## config.mk

```make
export PLATFORM = sky130hd
export DESIGN_NAME = nmr_bstrm_seq_ctrl
export DESIGN_NICKNAME = d
export VERILOG_FILES = /design/src/rtl/nmr_bstrm_seq_ctrl.sv
export SDC_FILE = /design/constraint.sdc
export NUM_CORES = 1
export LEC_CHECK = 0
export BUFFER_PORTS_ARGS = -buffer_cell sky130_fd_sc_hd__buf_2
export CORE_ASPECT_RATIO = 0.6
export CORE_MARGIN = 2
export CORE_UTILIZATION = 27
export CTS_CLUSTER_DIAMETER = 40
export CTS_CLUSTER_SIZE = 24
export DETAILED_ROUTE_END_ITERATION = 6
export GPL_TIMING_DRIVEN = 0
export PLACE_DENSITY = 0.47
export RECOVER_POWER = 50
export SLEW_MARGIN = 20
export SYNTH_ARGS = -nofsm -noshare
export SYNTH_HDL_FRONTEND = slang
export SYNTH_SLANG_ARGS = --single-unit
```

## constraint.sdc

```tcl
create_clock -name CLK -period 3.5 [get_ports CLK]
set_input_delay 0.7 -clock CLK [delete_from_list [all_inputs] [get_ports CLK]]
set_output_delay 0.7 -clock CLK [all_outputs]
set_load 0.02 [all_outputs]
```

## src/rtl/nmr_bstrm_seq_ctrl.sv

```systemverilog
// Bitstream sequencer: walks SRAM 0..LAST_ADDR via the single-shot reader and plays {pattern,hold} words gapless.
// Latency: START in cycle 0 -> RD_START cycle 1 -> data cycle 4 -> first pattern cycle 5; DONE one cycle after the last pattern.
// Backpressure: RD_START waits for RD_SYS_RDY with one read outstanding; an empty shadow at word end holds the pattern and sets UNDERRUN.
//
// Ports: CLK/RST (async active-low); START/ABORT/LAST_ADDR host control, BUSY/DONE/UNDERRUN/ABORTED status;
//        BSTRM_OUT played pattern; SRAM_ADDR/RD_START/RD_SYS_RDY/RD_DATA_RDY/RD_DATA reader handshake.
// Optional: BSTRM_SEQ_LOOP_EN adds the LOOP input (wrap LAST_ADDR->0 while LOOP=1).
module nmr_bstrm_seq_ctrl #(
  parameter int SRAM_ADDR_WIDTH = 8,
  parameter int SRAM_DAT_WIDTH  = 32,
  parameter int OUT_WIDTH       = 8,
  localparam int CNT_WIDTH      = SRAM_DAT_WIDTH - OUT_WIDTH
) (
  input  logic                       CLK,
  input  logic                       RST,
  input  logic                       START,
  input  logic                       ABORT,
  input  logic [SRAM_ADDR_WIDTH-1:0] LAST_ADDR,
`ifdef BSTRM_SEQ_LOOP_EN
  input  logic                       LOOP,
`endif
  output logic                       BUSY,
  output logic                       DONE,
  output logic                       UNDERRUN,
  output logic                       ABORTED,
  output logic [OUT_WIDTH-1:0]       BSTRM_OUT,
  output logic [SRAM_ADDR_WIDTH-1:0] SRAM_ADDR,
  output logic                       RD_START,
  input  logic                       RD_SYS_RDY,
  input  logic                       RD_DATA_RDY,
  input  logic [SRAM_DAT_WIDTH-1:0]  RD_DATA
);

  typedef enum logic [2:0] {S_IDLE, S_PRIME, S_RUN, S_FINISH, S_FLUSH} state_t;

  state_t                     r_state, w_nxt;
  logic [SRAM_ADDR_WIDTH-1:0] r_addr, r_last;
  logic                       r_more;      // addresses remain to be fetched
  logic                       r_outst;     // one read in flight
  logic                       r_sh_vld;
  logic [SRAM_DAT_WIDTH-1:0]  r_sh_dat;
  logic [OUT_WIDTH-1:0]       r_out;
  logic [CNT_WIDTH-1:0]       r_cnt;       // cycles left for the current word, including this one
  logic                       r_underrun, r_aborted;

  logic                       w_cap, w_last, w_want, w_rd_start, w_loop, w_start_ok;
  logic [OUT_WIDTH-1:0]       w_cap_pat, w_sh_pat;
  logic [CNT_WIDTH-1:0]       w_cap_cnt, w_sh_cnt;

`ifdef BSTRM_SEQ_LOOP_EN
  assign w_loop = LOOP;
`else
  assign w_loop = 1'b0;
`endif

  assign w_cap      = RD_DATA_RDY & r_outst;
  assign w_cap_pat  = RD_DATA[SRAM_DAT_WIDTH-1 -: OUT_WIDTH];
  assign w_cap_cnt  = RD_DATA[CNT_WIDTH-1:0];
  assign w_sh_pat   = r_sh_dat[SRAM_DAT_WIDTH-1 -: OUT_WIDTH];
  assign w_sh_cnt   = r_sh_dat[CNT_WIDTH-1:0];
  assign w_last     = (r_cnt == CNT_WIDTH'(1));
  assign w_start_ok = START & ~ABORT;
  // A full shadow (including a held terminator) blocks further prefetch.
  assign w_want     = r_more & ~r_outst &
                      ((r_state == S_PRIME) | ((r_state == S_RUN) & ~r_sh_vld));
  assign w_rd_start = w_want & RD_SYS_RDY & ~ABORT;

  // State register
  always_ff @(posedge CLK or negedge RST) begin
    if (!RST) r_state <= S_IDLE;
    else      r_state <= w_nxt;
  end

  // Next-state logic
  always_comb begin
    w_nxt = r_state;
    case (r_state)
      S_IDLE:   if (w_start_ok) w_nxt = S_PRIME;
      S_PRIME: begin
        if (ABORT)      w_nxt = S_FLUSH;
        else if (w_cap) w_nxt = (w_cap_cnt == '0) ? S_FINISH : S_RUN;
      end
      S_RUN: begin
        if (ABORT) w_nxt = S_FLUSH;
        else if (w_last) begin
          if (r_sh_vld)               w_nxt = (w_sh_cnt == '0) ? S_FINISH : S_RUN;
          else if (w_cap)             w_nxt = (w_cap_cnt == '0) ? S_FINISH : S_RUN;
          else if (!r_outst && !r_more) w_nxt = S_FINISH;
        end
      end
      S_FINISH: w_nxt = ABORT ? S_FLUSH : S_IDLE;
      S_FLUSH:  if (!r_outst || w_cap) w_nxt = S_IDLE;
      default:  w_nxt = S_IDLE;
    endcase
  end

  // Outputs
  always_comb begin
    BUSY      = (r_state == S_PRIME) | (r_state == S_RUN) | (r_state == S_FLUSH);
    DONE      = (r_state == S_FINISH) & ~ABORT;
    RD_START  = w_rd_start;
    BSTRM_OUT = r_out;
    SRAM_ADDR = r_addr;
    UNDERRUN  = r_underrun;
    ABORTED   = r_aborted;
  end

  // Fetch engine and playback datapath
  always_ff @(posedge CLK or negedge RST) begin
    if (!RST) begin
      r_addr     <= '0;
      r_last     <= '0;
      r_more     <= 1'b0;
      r_outst    <= 1'b0;
      r_sh_vld   <= 1'b0;
      r_sh_dat   <= '0;
      r_out      <= '0;
      r_cnt      <= '0;
      r_underrun <= 1'b0;
      r_aborted  <= 1'b0;
    end else begin
      if (w_rd_start)  r_outst <= 1'b1;
      else if (w_cap)  r_outst <= 1'b0;

      if (w_cap) begin
        if (r_addr == r_last) begin
          r_addr <= '0;
          if (!w_loop) r_more <= 1'b0;
        end else begin
          r_addr <= r_addr + SRAM_ADDR_WIDTH'(1);
        end
      end

      case (r_state)
        S_IDLE: if (w_start_ok) begin
          r_last     <= LAST_ADDR;
          r_addr     <= '0;
          r_more     <= 1'b1;
          r_underrun <= 1'b0;
          r_aborted  <= 1'b0;
          r_sh_vld   <= 1'b0;
          r_out      <= '0;
        end
        S_PRIME: if (w_cap && w_cap_cnt != '0) begin
          r_out <= w_cap_pat;
          r_cnt <= w_cap_cnt;
        end
        S_RUN: begin
          if (w_last) begin
            if (r_sh_vld) begin
              r_sh_vld <= 1'b0;
              r_out    <= (w_sh_cnt != '0) ? w_sh_pat : '0;
              r_cnt    <= w_sh_cnt;
            end else if (w_cap) begin
              // Data landed on the word's last cycle (or during a stall): play it directly.
              r_out <= (w_cap_cnt != '0) ? w_cap_pat : '0;
              r_cnt <= w_cap_cnt;
            end else if (r_outst || r_more) begin
              r_underrun <= 1'b1;   // hold pattern, r_cnt stays at 1
            end else begin
              r_out <= '0;
            end
          end else begin
            r_cnt <= r_cnt - CNT_WIDTH'(1);
            if (w_cap) begin
              r_sh_dat <= RD_DATA;
              r_sh_vld <= 1'b1;
            end
          end
        end
        default: r_out <= '0;
      endcase

      if (ABORT && r_state != S_IDLE) begin
        r_out     <= '0;
        r_aborted <= 1'b1;
        r_sh_vld  <= 1'b0;
      end
    end
  end

endmodule

```

# Word level (Yosys, flattened, before mapping)

Cells that the tools add are included.
Widths: inputs -> output; s select.

Bits in registers: 88
Bits of input ports: 46
Logic and storage cells: 127

Add/sub/neg operators: 2
Equality and inequality tests: 22
Multiplexer cells: 50
Bitwise gates (word level): 15
Reduce and logical (&&, ||, !) cells: 27

Operator list:

| operator              | number |
|---|---|
| $mux 8                | 13 |
| $mux 24               | 4 |
| $logic_not 24->1      | 2 |
| $pmux 24 s2           | 1 |
| $reduce_bool 24->1    | 2 |
| $mux 3                | 10 |
| $eq 24x1->1 const B   | 1 |
| $pmux 8 s3            | 1 |
| $sub 24x1->24 const B | 1 |
| $mux 1                | 18 |
| $pmux 3 s5            | 1 |
| $ne 2x2->1 const B    | 5 |
| $reduce_bool 2->1     | 5 |
| $ne 3x3->1 const B    | 3 |
| $reduce_and 3->1      | 3 |
| $add 8x1->8 const B   | 1 |
| $and 1x1->1           | 8 |
| $eq 8x8->1            | 1 |
| $eq 3x2->1 const B    | 2 |
| $reduce_and 6->1      | 1 |
| $reduce_bool 3->1     | 2 |
| $ne 5x4->1 const B    | 1 |
| $ne 5x5->1 const B    | 1 |
| $reduce_and 5->1      | 1 |
| 16 further kinds      | 28 |

# Logic depth before layout (Yosys ltp)

Depth in word-level cells: 8
Mapped depth: 11
Gate-level depth less buffers: 8

# Worst setup path after synthesis

OpenSTA, ideal clock, no wires.

Kind: register to register
Start point: register r_cnt[16]
End point: register r_cnt[16]
Setup time: 0.121 ns
Arrival time: 2.712 ns
Data required time: 3.379 ns
Path slack: 0.667 ns
Cell stages (with the launch flop): 11
Path buffers: 5
Period minus slack after synthesis: 2.833 ns
Path through: dfrtp_1 -> buf_6 -> or4_4 -> buf_6 -> or4_4 -> buf_6 -> o31a_1 -> buf_6 -> or2_4 -> buf_6 -> a22o_1

Cells in the longest elaborated chain, start to end: 3

RTL lines:

| element                                         | line    | source |
|---|---|---|
| start, declared                                 | 43      | `logic [CNT_WIDTH-1:0] r_cnt;` |
| start signal, assigned                          | 146     | `r_cnt <= w_cap_cnt;` |
| start signal, assigned                          | 153     | `r_cnt <= w_sh_cnt;` |
| start signal, assigned                          | 157     | `r_cnt <= w_cap_cnt;` |
| $sub 24x1->24 or $eq 24x1->1 (tied branches)    | 164, 61 |  |
| $mux 24 or $ne 4x4->1 (tied branches)           | n/a     |  |
| $pmux 24 s2 or $reduce_and 3->1 (tied branches) | n/a     |  |

Parallel ways exist; a longest one is shown, timed or not.
A chain may end at the register's enable or synchronous reset.

# Worst setup path in the final report

Start point: register r_cnt[14]
End point: register r_sh_dat[18]

Cells in the longest elaborated chain, start to end: 3

RTL lines:

| element                    | line | source |
|---|---|---|
| $eq 24x1->1                | 61   | `assign w_last = (r_cnt == CNT_WIDTH'(1));` |
| $not 1->1 (no line)        | n/a  |  |
| $reduce_and 3->1 (no line) | n/a  |  |
| end signal, assigned       | 116  | `r_sh_dat <= '0;` |
| end signal, assigned       | 166  | `r_sh_dat <= RD_DATA;` |
| end, declared              | 41   | `logic [SRAM_DAT_WIDTH-1:0] r_sh_dat;` |

No other way between the ends.

==> results.json <==
{
  "vias_per_cell": 5.27,
  "cp-start-kind": "register",
  "crit_required_ns": 3.72,
  "synth_edf_count": 0,
  "failed_checks": "capacitance limit, slew limit",
  "grt_first_pass_wirelength_mm": 24.1,
  "wl_per_cell_um": 19.2,
  "grt_setup_unrepaired": "no",
  "postSynthCellCount": 481,
  "critPathArrivalTime_ns": 3.41,
  "core_area_um2": 17300,
  "slew_viol_final": 26,
  "die_h_um": 107,
  "ir_drop_v": 0.000258,
  "power.density_nw_per_um2": 655,
  "synth_area_per_cell_um2": 10.0,
  "die-area_um2": 18900,
  "synthArstFlopShare": 1.00,
  "hold_class": "register to register",
  "fin_setup_tns_ns": 0,
  "first_pass_iters": 4,
  "cts_tree": "done",
  "grt_pass1_vias": 4116,
  "route.met2.wl_mm": 5.63,
  "grt_max_degree": 64,
  "place_congestion": 0.888,
  "critical_path_class": "register to register",
  "cp-end-kind": "register",
  "clock_latency_ns": 0.35,
  "place_ws_ns": 0.414,
  "ys_seq_area_frac": 0.458,
  "period_minus_slack_ns": 3.19,
  "gr-total-overflow": 0,
  "die_w_um": 176,
  "hpwl_mm": 11.4,
  "num_rows": 37,
  "yosys.cell_types.count": 56,
  "vias": 4192,
  "netlist_area_um2": 4810,
  "fin_ws_ns": 0.309,
  "outcome": "finished, violations left",
  "setup_viol": 0,
  "synth_compound_area_frac": 0.176,
  "max_slew.worst_pin.slew_ns": 1.54,
  "finClkSkew_ns": 0.0128,
  "drive_above_1_share": 0.260,
  "met1_length_mm": 8.25,
  "area_growth_pct": 20.2,
  "max_freq_ghz": 0.313,
  "antenna_found_initial": 0,
  "ys_seq_elements": 88,
  "syn_nets": 530,
  "synth-simple-area-share": 0.168,
  "cts.sinks": 88,
  "crit_fanout": 10,
  "synth_top_family_by_area": "compound AO/OA/AOI/OAI gates",
  "clk_pin_slew_ns": 0.07,
  "cts_setup_buffers": 0,
  "period_share": 0.912,
  "track_usage": 0.169,
  "ios": 67,
  "route.detailed.drc": 0,
  "cts-htree-levels": 3,
  "max-slew-margin-rel": -0.0239,
  "antennaDiodeCount": 0,
  "cap_violations": 1,
  "power.leakage_uw": 0.00258,
  "ys.flop_type": "dfrtp_1",
  "hold_viol": 0,
  "synthAdderAreaFrac": 0.00780,
  "hold_buffers": 0,
  "wirelength_mm": 15.3,
  "finalNetCount": 607,
  "dr.first_iter.drc_count": 432,
  "routed.top_layer": "met4",
  "drtAntennaViolNets": 0,
  "post_cts_resized": 0,
  "synthMuxAreaShare": 0.114,
  "start_util": 0.278,
  "clockRootBuffer": "clkbuf_16",
  "yosysWarnings": 0,
  "ctsLongestPathBuffers": 2,
  "numCtsBuffers": 9,
  "synth_xor_area_frac": 0.0382,
  "dr_wl_met3_mm": 1.30,
  "io_buffers": 65
}
-- synth_stat cells, types with 3 or more instances --
library cell,count,area (um2)
a21oi_1,28,140
nor3_1,17,85.1
o31ai_1,3,22.5
buf_2,6,30.0
nor2_1,38,143
o21ai_0,28,140
a2bb2oi_1,10,87.6
xnor2_1,6,52.6
nand2_1,41,154
o221ai_1,4,35.0
nand2b_1,4,25.0
clkbuf_1,17,63.8
nand4_1,9,56.3
a22o_1,10,87.6
buf_6,6,67.6
nand3_1,8,40.0
o32a_1,3,30.0
xor2_1,15,131
ha_1,3,37.5
o22ai_1,14,87.6
o31a_1,4,35.0
inv_1,6,22.5
mux2_2,48,541
dfrtp_1,88,2200
nor4_1,19,119
-- flip-flops by register name (all words and copies together) (netlist names) --
signal     count
r_sh_vld       1
r_last         8
r_more         1
r_outst        1
r_state        3
ABORTED        1
UNDERRUN       1
SRAM_ADDR      8
r_sh_dat      32
r_cnt         24
BSTRM_OUT      8
-- layout make-up --
class / count / area, um2
buffer: 29 / 161
clock buffer: 9 / 225
clock inverter: 6 / 92.6
fill: 1808 / 11500
inverter: 6 / 22.5
multi-input combinational: 358 / 2440
sequential: 88 / 2200
tap: 234 / 293
timing repair buffer: 66 / 343
-- power breakdown --
| part | switching [uW] | internal (uW) |
|---|---|---|
| registers | 251 | 1260 |
| logic | 681 | 526 |
| clock network | 441 | 628 |
| total | 1370 | 2420 |
-- kinds of logic after synthesis --
family	Yosys count
compound gates	127
xor+xnor	21
fa+ha+maj	3
buf+inv	35
flops	88
mux	49
simple gates	158
-- worst max-delay path, stage by stage, from the launching register on --
cell and delay [ns]:
dfrtp_1 0.41, nor4_1 1.01, and3_1 0.34, a21oi_1 0.25
nand2_1 0.33, buf_2 0.35, mux2_2 0.37
-- path summary, 6_finish.rpt --
check	from	to	slack [ns]	cells after the start
worst max-delay path	r_cnt[14]	r_sh_dat[18]	0.31	6
worst min register to register	r_cnt[15]	r_cnt[15]	0.50	1
worst min-delay path	r_cnt[15]	r_cnt[15]	0.50	1
worst max register to register	r_cnt[14]	r_sh_dat[18]	0.31	6
min in group asynchronous	RST	r_sh_dat[4]	0.72	1
max in group asynchronous	RST	r_cnt[13]	1.77	2
-- placed cells by master, fill, tap and decap left out, types with 3 or more instances in the layout --
cell,n
a21oi_1,28
a22o_1,10
a2bb2oi_1,10
buf_2,63
buf_6,6
clkbuf_1,25
clkbuf_16,9
dfrtp_1,88
ha_1,3
inv_1,6
mux2_2,48
nand2_1,41
nand2b_1,4
nand3_1,8
nand4_1,9
nor2_1,38
nor3_1,16
nor4_1,17
o21ai_0,28
o221ai_1,4
o22ai_1,14
o31a_1,4
o31ai_1,3
o32a_1,3
xnor2_1,6
xor2_1,15
-- per-stage QoR --
stage / cells / total power [uW] / cell area, um2 / util / hold slack (ns)
after global placement: 780 / 2690 / 5430 / 0.314 / 0.477
after floorplan: 481 / 2330 / 4810 / - / 0.404
final: 796 / 3790 / 5780 / 0.334 / 0.499
after detailed placement: 781 / 2710 / 5470 / 0.316 / 0.479
after CTS: 796 / 3800 / 5790 / 0.334 / 0.215
after global routing: 796 / 4020 / 5780 / 0.334 / 0.517
-- routing by layer --
metal  vias to the layer above  global-route usage
li1                       1950                   -
met1                      2071               0.270
met2                       160               0.213
met3                        11              0.0537
met4                         0              0.0336
met5                         -                   0
Note: power is estimated with default switching activity, not from simulation.
